**config.mk**
```make
export PLATFORM = sky130hd
export DESIGN_NAME = bram_byte_access_unit_flat
export DESIGN_NICKNAME = d
export VERILOG_FILES = /design/src/rtl/bram_byte_access_unit_if.sv /design/src/rtl/bram_byte_access_unit.sv /design/src/flat_wrapper.sv
export SDC_FILE = /design/constraint.sdc
export NUM_CORES = 1
export LEC_CHECK = 0
export BUFFER_PORTS_ARGS = -buffer_cell sky130_fd_sc_hd__buf_4
export CORE_UTILIZATION = 40
export CTS_CLUSTER_SIZE = 16
export DETAILED_ROUTE_END_ITERATION = 16
export PLACE_DENSITY = 0.65
export SYNTH_ARGS = -nofsm -noshare
export SYNTH_HDL_FRONTEND = slang
export SYNTH_SLANG_ARGS = --single-unit
```
**constraint.sdc**
```tcl
create_clock -name clock -period 2.7 [get_ports clock]
set_clock_uncertainty 0.2 [all_clocks]
set_input_delay 0.27 -clock clock [delete_from_list [all_inputs] [get_ports clock]]
set_output_delay 0.27 -clock clock [all_outputs]
set_load 0.005 [all_outputs]
```
**src/rtl/bram_byte_access_unit_if.sv**
```systemverilog
// Core-side request/response channel of the BRAM byte access unit.
// The core drives the master side and the access unit is the slave.
interface bram_byte_access_unit_if #(
  parameter int unsigned DATA_WIDTH = 32,
  parameter int unsigned ADDR_WIDTH = 8
);
  localparam int unsigned BYTE_ADDR_WIDTH = ADDR_WIDTH + 2;

  logic                       req_valid;
  logic                       req_ready;
  logic                       req_write;
  logic [1:0]                 req_size;
  logic                       req_unsigned;
  logic [BYTE_ADDR_WIDTH-1:0] req_addr;
  logic [DATA_WIDTH-1:0]      req_wdata;
  logic                       resp_valid;
  logic                       resp_error;
  logic [DATA_WIDTH-1:0]      resp_rdata;

  modport master (
    output req_valid, req_write, req_size, req_unsigned, req_addr, req_wdata,
    input  req_ready, resp_valid, resp_error, resp_rdata
  );

  modport slave (
    input  req_valid, req_write, req_size, req_unsigned, req_addr, req_wdata,
    output req_ready, resp_valid, resp_error, resp_rdata
  );
endinterface

```
**src/rtl/bram_byte_access_unit.sv**
```systemverilog
// Byte/half/word load-store adapter in front of one word-wide BRAM port.
// Sub-word stores are done as read-modify-write since the BRAM has no byte enables.
module bram_byte_access_unit #(
  parameter int unsigned DATA_WIDTH = 32,
  parameter int unsigned ADDR_WIDTH = 8
) (
  input  logic                   clock,
  input  logic                   reset,
  bram_byte_access_unit_if.slave core,
  output logic                   mem_readEnable,
  output logic                   mem_writeEnable,
  output logic [ADDR_WIDTH-1:0]  mem_address,
  output logic [DATA_WIDTH-1:0]  mem_writeData,
  input  logic [DATA_WIDTH-1:0]  mem_readData
);
  localparam int unsigned BYTE_ADDR_WIDTH = ADDR_WIDTH + 2;
  localparam logic [1:0]  SIZE_BYTE       = 2'd0;
  localparam logic [1:0]  SIZE_HALF       = 2'd1;
  localparam logic [1:0]  SIZE_WORD       = 2'd2;

  typedef enum logic [1:0] {S_IDLE, S_LOAD, S_RMW, S_ACK} state_t;

  state_t                     r_state;
  state_t                     w_state_nxt;
  logic [BYTE_ADDR_WIDTH-1:0] r_addr;
  logic [1:0]                 r_size;
  logic                       r_unsigned;
  logic [DATA_WIDTH-1:0]      r_wdata;
  logic                       r_err;

  logic                       w_req_err;
  logic                       w_accept;
  logic [DATA_WIDTH-1:0]      w_shifted;
  logic [DATA_WIDTH-1:0]      w_load_data;
  logic [DATA_WIDTH-1:0]      w_merged;

  assign w_accept = core.req_valid & core.req_ready;

  // Misaligned half/word or the reserved size code
  always_comb begin
    w_req_err = 1'b1;
    case (core.req_size)
      SIZE_BYTE: w_req_err = 1'b0;
      SIZE_HALF: w_req_err = core.req_addr[0];
      SIZE_WORD: w_req_err = |core.req_addr[1:0];
      default:   w_req_err = 1'b1;
    endcase
  end

  // Load alignment and extension from the latched request
  always_comb begin
    w_shifted   = mem_readData;
    w_load_data = mem_readData;
    case (r_size)
      SIZE_BYTE: begin
        w_shifted   = mem_readData >> {r_addr[1:0], 3'b000};
        w_load_data = {{24{~r_unsigned & w_shifted[7]}}, w_shifted[7:0]};
      end
      SIZE_HALF: begin
        w_shifted   = mem_readData >> {r_addr[1], 4'b0000};
        w_load_data = {{16{~r_unsigned & w_shifted[15]}}, w_shifted[15:0]};
      end
      default: ;
    endcase
  end

  // Read-modify-write merge: only the target lane(s) take the store data
  always_comb begin
    w_merged = mem_readData;
    if (r_size == SIZE_BYTE) begin
      w_merged[{r_addr[1:0], 3'b000} +: 8] = r_wdata[7:0];
    end else begin
      w_merged[{r_addr[1], 4'b0000} +: 16] = r_wdata[15:0];
    end
  end

  always_ff @(posedge clock) begin
    if (reset) begin
      r_state <= S_IDLE;
    end else begin
      r_state <= w_state_nxt;
    end
  end

  always_comb begin
    w_state_nxt = r_state;
    case (r_state)
      S_IDLE: begin
        if (w_accept) begin
          if (w_req_err) begin
            w_state_nxt = S_ACK;
          end else if (!core.req_write) begin
            w_state_nxt = S_LOAD;
          end else if (core.req_size == SIZE_WORD) begin
            w_state_nxt = S_ACK;
          end else begin
            w_state_nxt = S_RMW;
          end
        end
      end
      S_LOAD:  w_state_nxt = S_IDLE;
      S_RMW:   w_state_nxt = S_ACK;
      S_ACK:   w_state_nxt = S_IDLE;
      default: w_state_nxt = S_IDLE;
    endcase
  end

  // Reset gates every strobe so an abandoned RMW never writes
  always_comb begin
    core.req_ready  = 1'b0;
    core.resp_valid = 1'b0;
    core.resp_error = 1'b0;
    core.resp_rdata = '0;
    mem_readEnable  = 1'b0;
    mem_writeEnable = 1'b0;
    mem_address     = r_addr[BYTE_ADDR_WIDTH-1:2];
    mem_writeData   = r_wdata;
    if (!reset) begin
      case (r_state)
        S_IDLE: begin
          core.req_ready = 1'b1;
          mem_address    = core.req_addr[BYTE_ADDR_WIDTH-1:2];
          mem_writeData  = core.req_wdata;
          if (core.req_valid && !w_req_err) begin
            if (core.req_write && core.req_size == SIZE_WORD) begin
              mem_writeEnable = 1'b1;
            end else begin
              mem_readEnable = 1'b1;
            end
          end
        end
        S_LOAD: begin
          core.resp_valid = 1'b1;
          core.resp_rdata = w_load_data;
        end
        S_RMW: begin
          mem_writeEnable = 1'b1;
          mem_writeData   = w_merged;
        end
        S_ACK: begin
          core.resp_valid = 1'b1;
          core.resp_error = r_err;
        end
        default: ;
      endcase
    end
  end

  // Request latch, captured on the accept edge
  always_ff @(posedge clock) begin
    if (reset) begin
      r_addr     <= '0;
      r_size     <= '0;
      r_unsigned <= 1'b0;
      r_wdata    <= '0;
      r_err      <= 1'b0;
    end else if (w_accept) begin
      r_addr     <= core.req_addr;
      r_size     <= core.req_size;
      r_unsigned <= core.req_unsigned;
      r_wdata    <= core.req_wdata;
      r_err      <= w_req_err;
    end
  end
endmodule

```
**src/flat_wrapper.sv**
```systemverilog
// flat-port wrapper written by rule: the top's interface ports become plain ports
module bram_byte_access_unit_flat 
#(
  parameter int unsigned DATA_WIDTH = 32,
  parameter int unsigned ADDR_WIDTH = 8
)
  (clock, reset, mem_readEnable, mem_writeEnable, mem_address, mem_writeData, mem_readData, core_req_valid, core_req_write, core_req_size, core_req_unsigned, core_req_addr, core_req_wdata, core_req_ready, core_resp_valid, core_resp_error, core_resp_rdata);
  bram_byte_access_unit_if #(.DATA_WIDTH(DATA_WIDTH), .ADDR_WIDTH(ADDR_WIDTH)) core_i ();
  input  logic clock;
  input  logic reset;
  output logic mem_readEnable;
  output logic mem_writeEnable;
  output logic [ADDR_WIDTH-1:0] mem_address;
  output logic [DATA_WIDTH-1:0] mem_writeData;
  input  logic [DATA_WIDTH-1:0] mem_readData;
  input wire logic [$bits(core_i.req_valid)-1:0] core_req_valid;
  input wire logic [$bits(core_i.req_write)-1:0] core_req_write;
  input wire logic [$bits(core_i.req_size)-1:0] core_req_size;
  input wire logic [$bits(core_i.req_unsigned)-1:0] core_req_unsigned;
  input wire logic [$bits(core_i.req_addr)-1:0] core_req_addr;
  input wire logic [$bits(core_i.req_wdata)-1:0] core_req_wdata;
  output wire logic [$bits(core_i.req_ready)-1:0] core_req_ready;
  output wire logic [$bits(core_i.resp_valid)-1:0] core_resp_valid;
  output wire logic [$bits(core_i.resp_error)-1:0] core_resp_error;
  output wire logic [$bits(core_i.resp_rdata)-1:0] core_resp_rdata;
  assign core_i.req_valid = core_req_valid;
  assign core_i.req_write = core_req_write;
  assign core_i.req_size = core_req_size;
  assign core_i.req_unsigned = core_req_unsigned;
  assign core_i.req_addr = core_req_addr;
  assign core_i.req_wdata = core_req_wdata;
  assign core_req_ready = core_i.req_ready;
  assign core_resp_valid = core_i.resp_valid;
  assign core_resp_error = core_i.resp_error;
  assign core_resp_rdata = core_i.resp_rdata;
  bram_byte_access_unit #(.DATA_WIDTH(DATA_WIDTH), .ADDR_WIDTH(ADDR_WIDTH)) u_core (.clock(clock), .reset(reset), .core(core_i), .mem_readEnable(mem_readEnable), .mem_writeEnable(mem_writeEnable), .mem_address(mem_address), .mem_writeData(mem_writeData), .mem_readData(mem_readData));
endmodule
```
==> out/metrics.cfg <==
[run_status]
outcome = finished with violations
violations = negative hold slack

[power]
power.density_mw_per_mm2 = 435.1
p_leak_nw = 2.535
vdd_drop_max_v = 0.0002420

[timing]
min_period_ps = 2673
setup_viol_count_final = 0
fin_hold_ws_ps = -4.942
rsz0062_at_grt = true
maxSlewHeadroom = 0.5236
worst_slew_pin_slew_ps = 710.7
hold_viol = 2
setup_tns_ps = 0
fmax_ghz = 0.3741
final_max_slew_viol_count = 0
period_share = 0.9902

[drt]
detail_route.first_pass.iterations = 8
via_count = 5495
via_per_inst = 6.367
drc_errors = 0
wire_per_inst_um = 20.45
finalWirelength_mm = 17.65
ant_nets = 0
drt_iter0_markers = 533

[finish]
finalNonFillerCells = 863
diodes = 0
finalNetCount = 812
layout_commonest_cell = buf_4
drive_above_1_share = 0.3329
syn_to_final_growth_pct = 39.16
final_cell_mix = buf_4, nand2_1, a21oi_1, nor2_1, dfxtp_1

[global_routing]
antenna_found_initial = 0
grt_pass1_wl_mm = 26.34
grt_max_degree = 41
grt_remaining_overflow = 0
grt_pass1_vias = 4784
grt.total_usage = 0.3031

[floorplanning]
io_pins = 158
core_area_mm2 = 0.01028
initial_core_util = 0.4100
die_area_mm2 = 0.01095
rows = 37
die_y_um = 104.6
fp.dieW_um = 104.6

[critical_path]
r2r_slack_ps = 870
cp-start-kind = flop
ff2ff_path_depth = 5
crit_arrival_ps = 2200
cp_max_fo = 8
rr_endpoint = u_core.r_wdata[5]
crit_type = reg2out
rr_startpoint = u_core.r_state[1]
worstPathRequired_ps = 2230
cp-end-kind = output port

[placed_design]
place_inst = 842
gp_congestion = 0.9057
port-buffer-count = 157
dp_hpwl_mm = 12.22

[cts]
clk_path_buf_depth = 2
root_buffer = clkbuf_8
cts.clk_slew.worst_paths_ps = 110
clkLatencyLatePin_ps = 310
tritoncts = yes
cts_buffers = 5
htreeDepth = 2
clock-sinks = 48

[worst_hold_path]
hold_class = in2reg
whs_endpoint = u_core.r_addr[1]
min_from = core_req_addr[1]
hold_path_depth = 3

[logic_synthesis]
synthCells = 588
ys_ff_latch = 48
avgSynthCellArea_um2 = 7.167
synth.distinct_cells = 37
synth_seq_area_share = 0.2280
ys_warn_count = 0
synth_nets = 674
syn_area_mm2 = 0.004214

[run]
maxCapViolations = 0

-- per-stage QoR --
stage | total power (W) | utilization | setup slack (ps) | area (um^2)
global route | 0.002664 | 0.5706 | -38.62 | 5864
global placement | 0.001811 | 0.5351 | 269.5 | 5499
detailed placement | 0.001824 | 0.5351 | 256.9 | 5499
finish | 0.002552 | 0.5706 | 26.57 | 5864
CTS | 0.002501 | 0.5558 | 3.423 | 5712
floorplan | 0.001370 | - | 194.9 | 4214
-- metal layers --
metal  global-route usage  routed length [um]
met5                    0                   0
met4               0.1117                 737
met3              0.06051                2123
met2               0.4631                7575
met1               0.4196                7211
-- cells in the mapped netlist, drive strengths merged --
cell type,n,area (um^2)
a221o,8,80.08
a2111oi,7,61.31
nor2b,9,56.30
buf,25,126.4
and3,10,62.56
nor2,50,195.2
ha,5,62.56
mux4,7,157.7
and3b,1,8.760
mux2,25,281.5
dfxtp,48,960.9
o21a,8,60.06
inv,11,41.29
nor4,3,40.04
o21ai,27,135.1
clkinv,4,15.01
nor3b,1,12.51
nor3,4,25.02
nand2,97,364.1
o22ai,38,237.7
clkbuf,37,138.9
or2,2,12.51
a21oi,89,445.4
and2,1,6.260
nor4b,2,30.03
a21o,16,120.1
nand2b,1,6.260
a221oi,40,350.3
mux2i,12,120.1
-- critical path: stages (launching register included) --
cell and delay (ps):
dfxtp_4 410, clkinv_1 100, ha_2 420, nor3b_4 90, a221oi_1 250, a21oi_1 90, a221o_1 360, buf_4 140
-- how the worst max path moves through the flow --
stage | start | end | cells after the start
2_1_floorplan | u_core.r_addr[1] | mem_writeData[24] | 6
3_3_place_gp | u_core.r_addr[0] | mem_writeData[2] | 7
3_5_place_dp | u_core.r_addr[0] | mem_writeData[2] | 7
4_1_cts | u_core.r_addr[1] | mem_writeData[19] | 8
5_1_grt | u_core.r_addr[1] | mem_writeData[4] | 7
6_report | u_core.r_addr[1] | mem_writeData[0] | 7
-- timing repair --
| action | CTS | global route |
|---|---|---|
| endpoints found under the hold margin | 3 | 5 |
| hold buffers | 3 | 5 |
| cloned | 1 | 2 |
| pin swaps | 1 | 6 |
| endpoints found under the setup margin | 22 | 39 |
| gates resized for setup | 4 | 13 |
| setup buffers | 0 | 2 |
-- state kept, by name (all words and copies together) (netlist names) --
register           flops
u_core.r_addr         10
u_core.r_size          2
u_core.r_wdata        32
u_core.r_state         2
u_core.r_err           1
u_core.r_unsigned      1
-- area by class of cell --
cell class,count,area (um^2)
Fill cell,988,4413
Multi-Input combinational cell,464,2987
Timing Repair Buffer,192,1541
Sequential cell,48,965.9
Tap cell,136,170.2
Clock buffer,5,68.82
Clock inverter,3,68.82
Inverter,15,62.56
-- cells by family (layout without fill, tap and decap cells) --
| family | count (synthesis) | count (layout) | synth area share |
|---|---|---|---|
| and+or+nand+nor | 181 | 182 | 0.1945 |
| DFF | 48 | 48 | 0.2280 |
| buffers and inverters | 77 | 215 | 0.07630 |
| muxes | 44 | 44 | 0.1327 |
| AOI/OAI and AO/OA | 233 | 233 | 0.3536 |
| adders and majority gates | 5 | 5 | 0.01485 |
-- power by group --
group | leakage [nW] | internal, W | total [W] | switching, W
Sequential | 0.395 | 0.000757 | 0.000823 | 0.0000659
Combinational | 2.07 | 0.000505 | 0.00106 | 0.000557
Clock | 0.0687 | 0.000374 | 0.000667 | 0.000293
No activity file was read; power rests on OpenSTA's default activity.
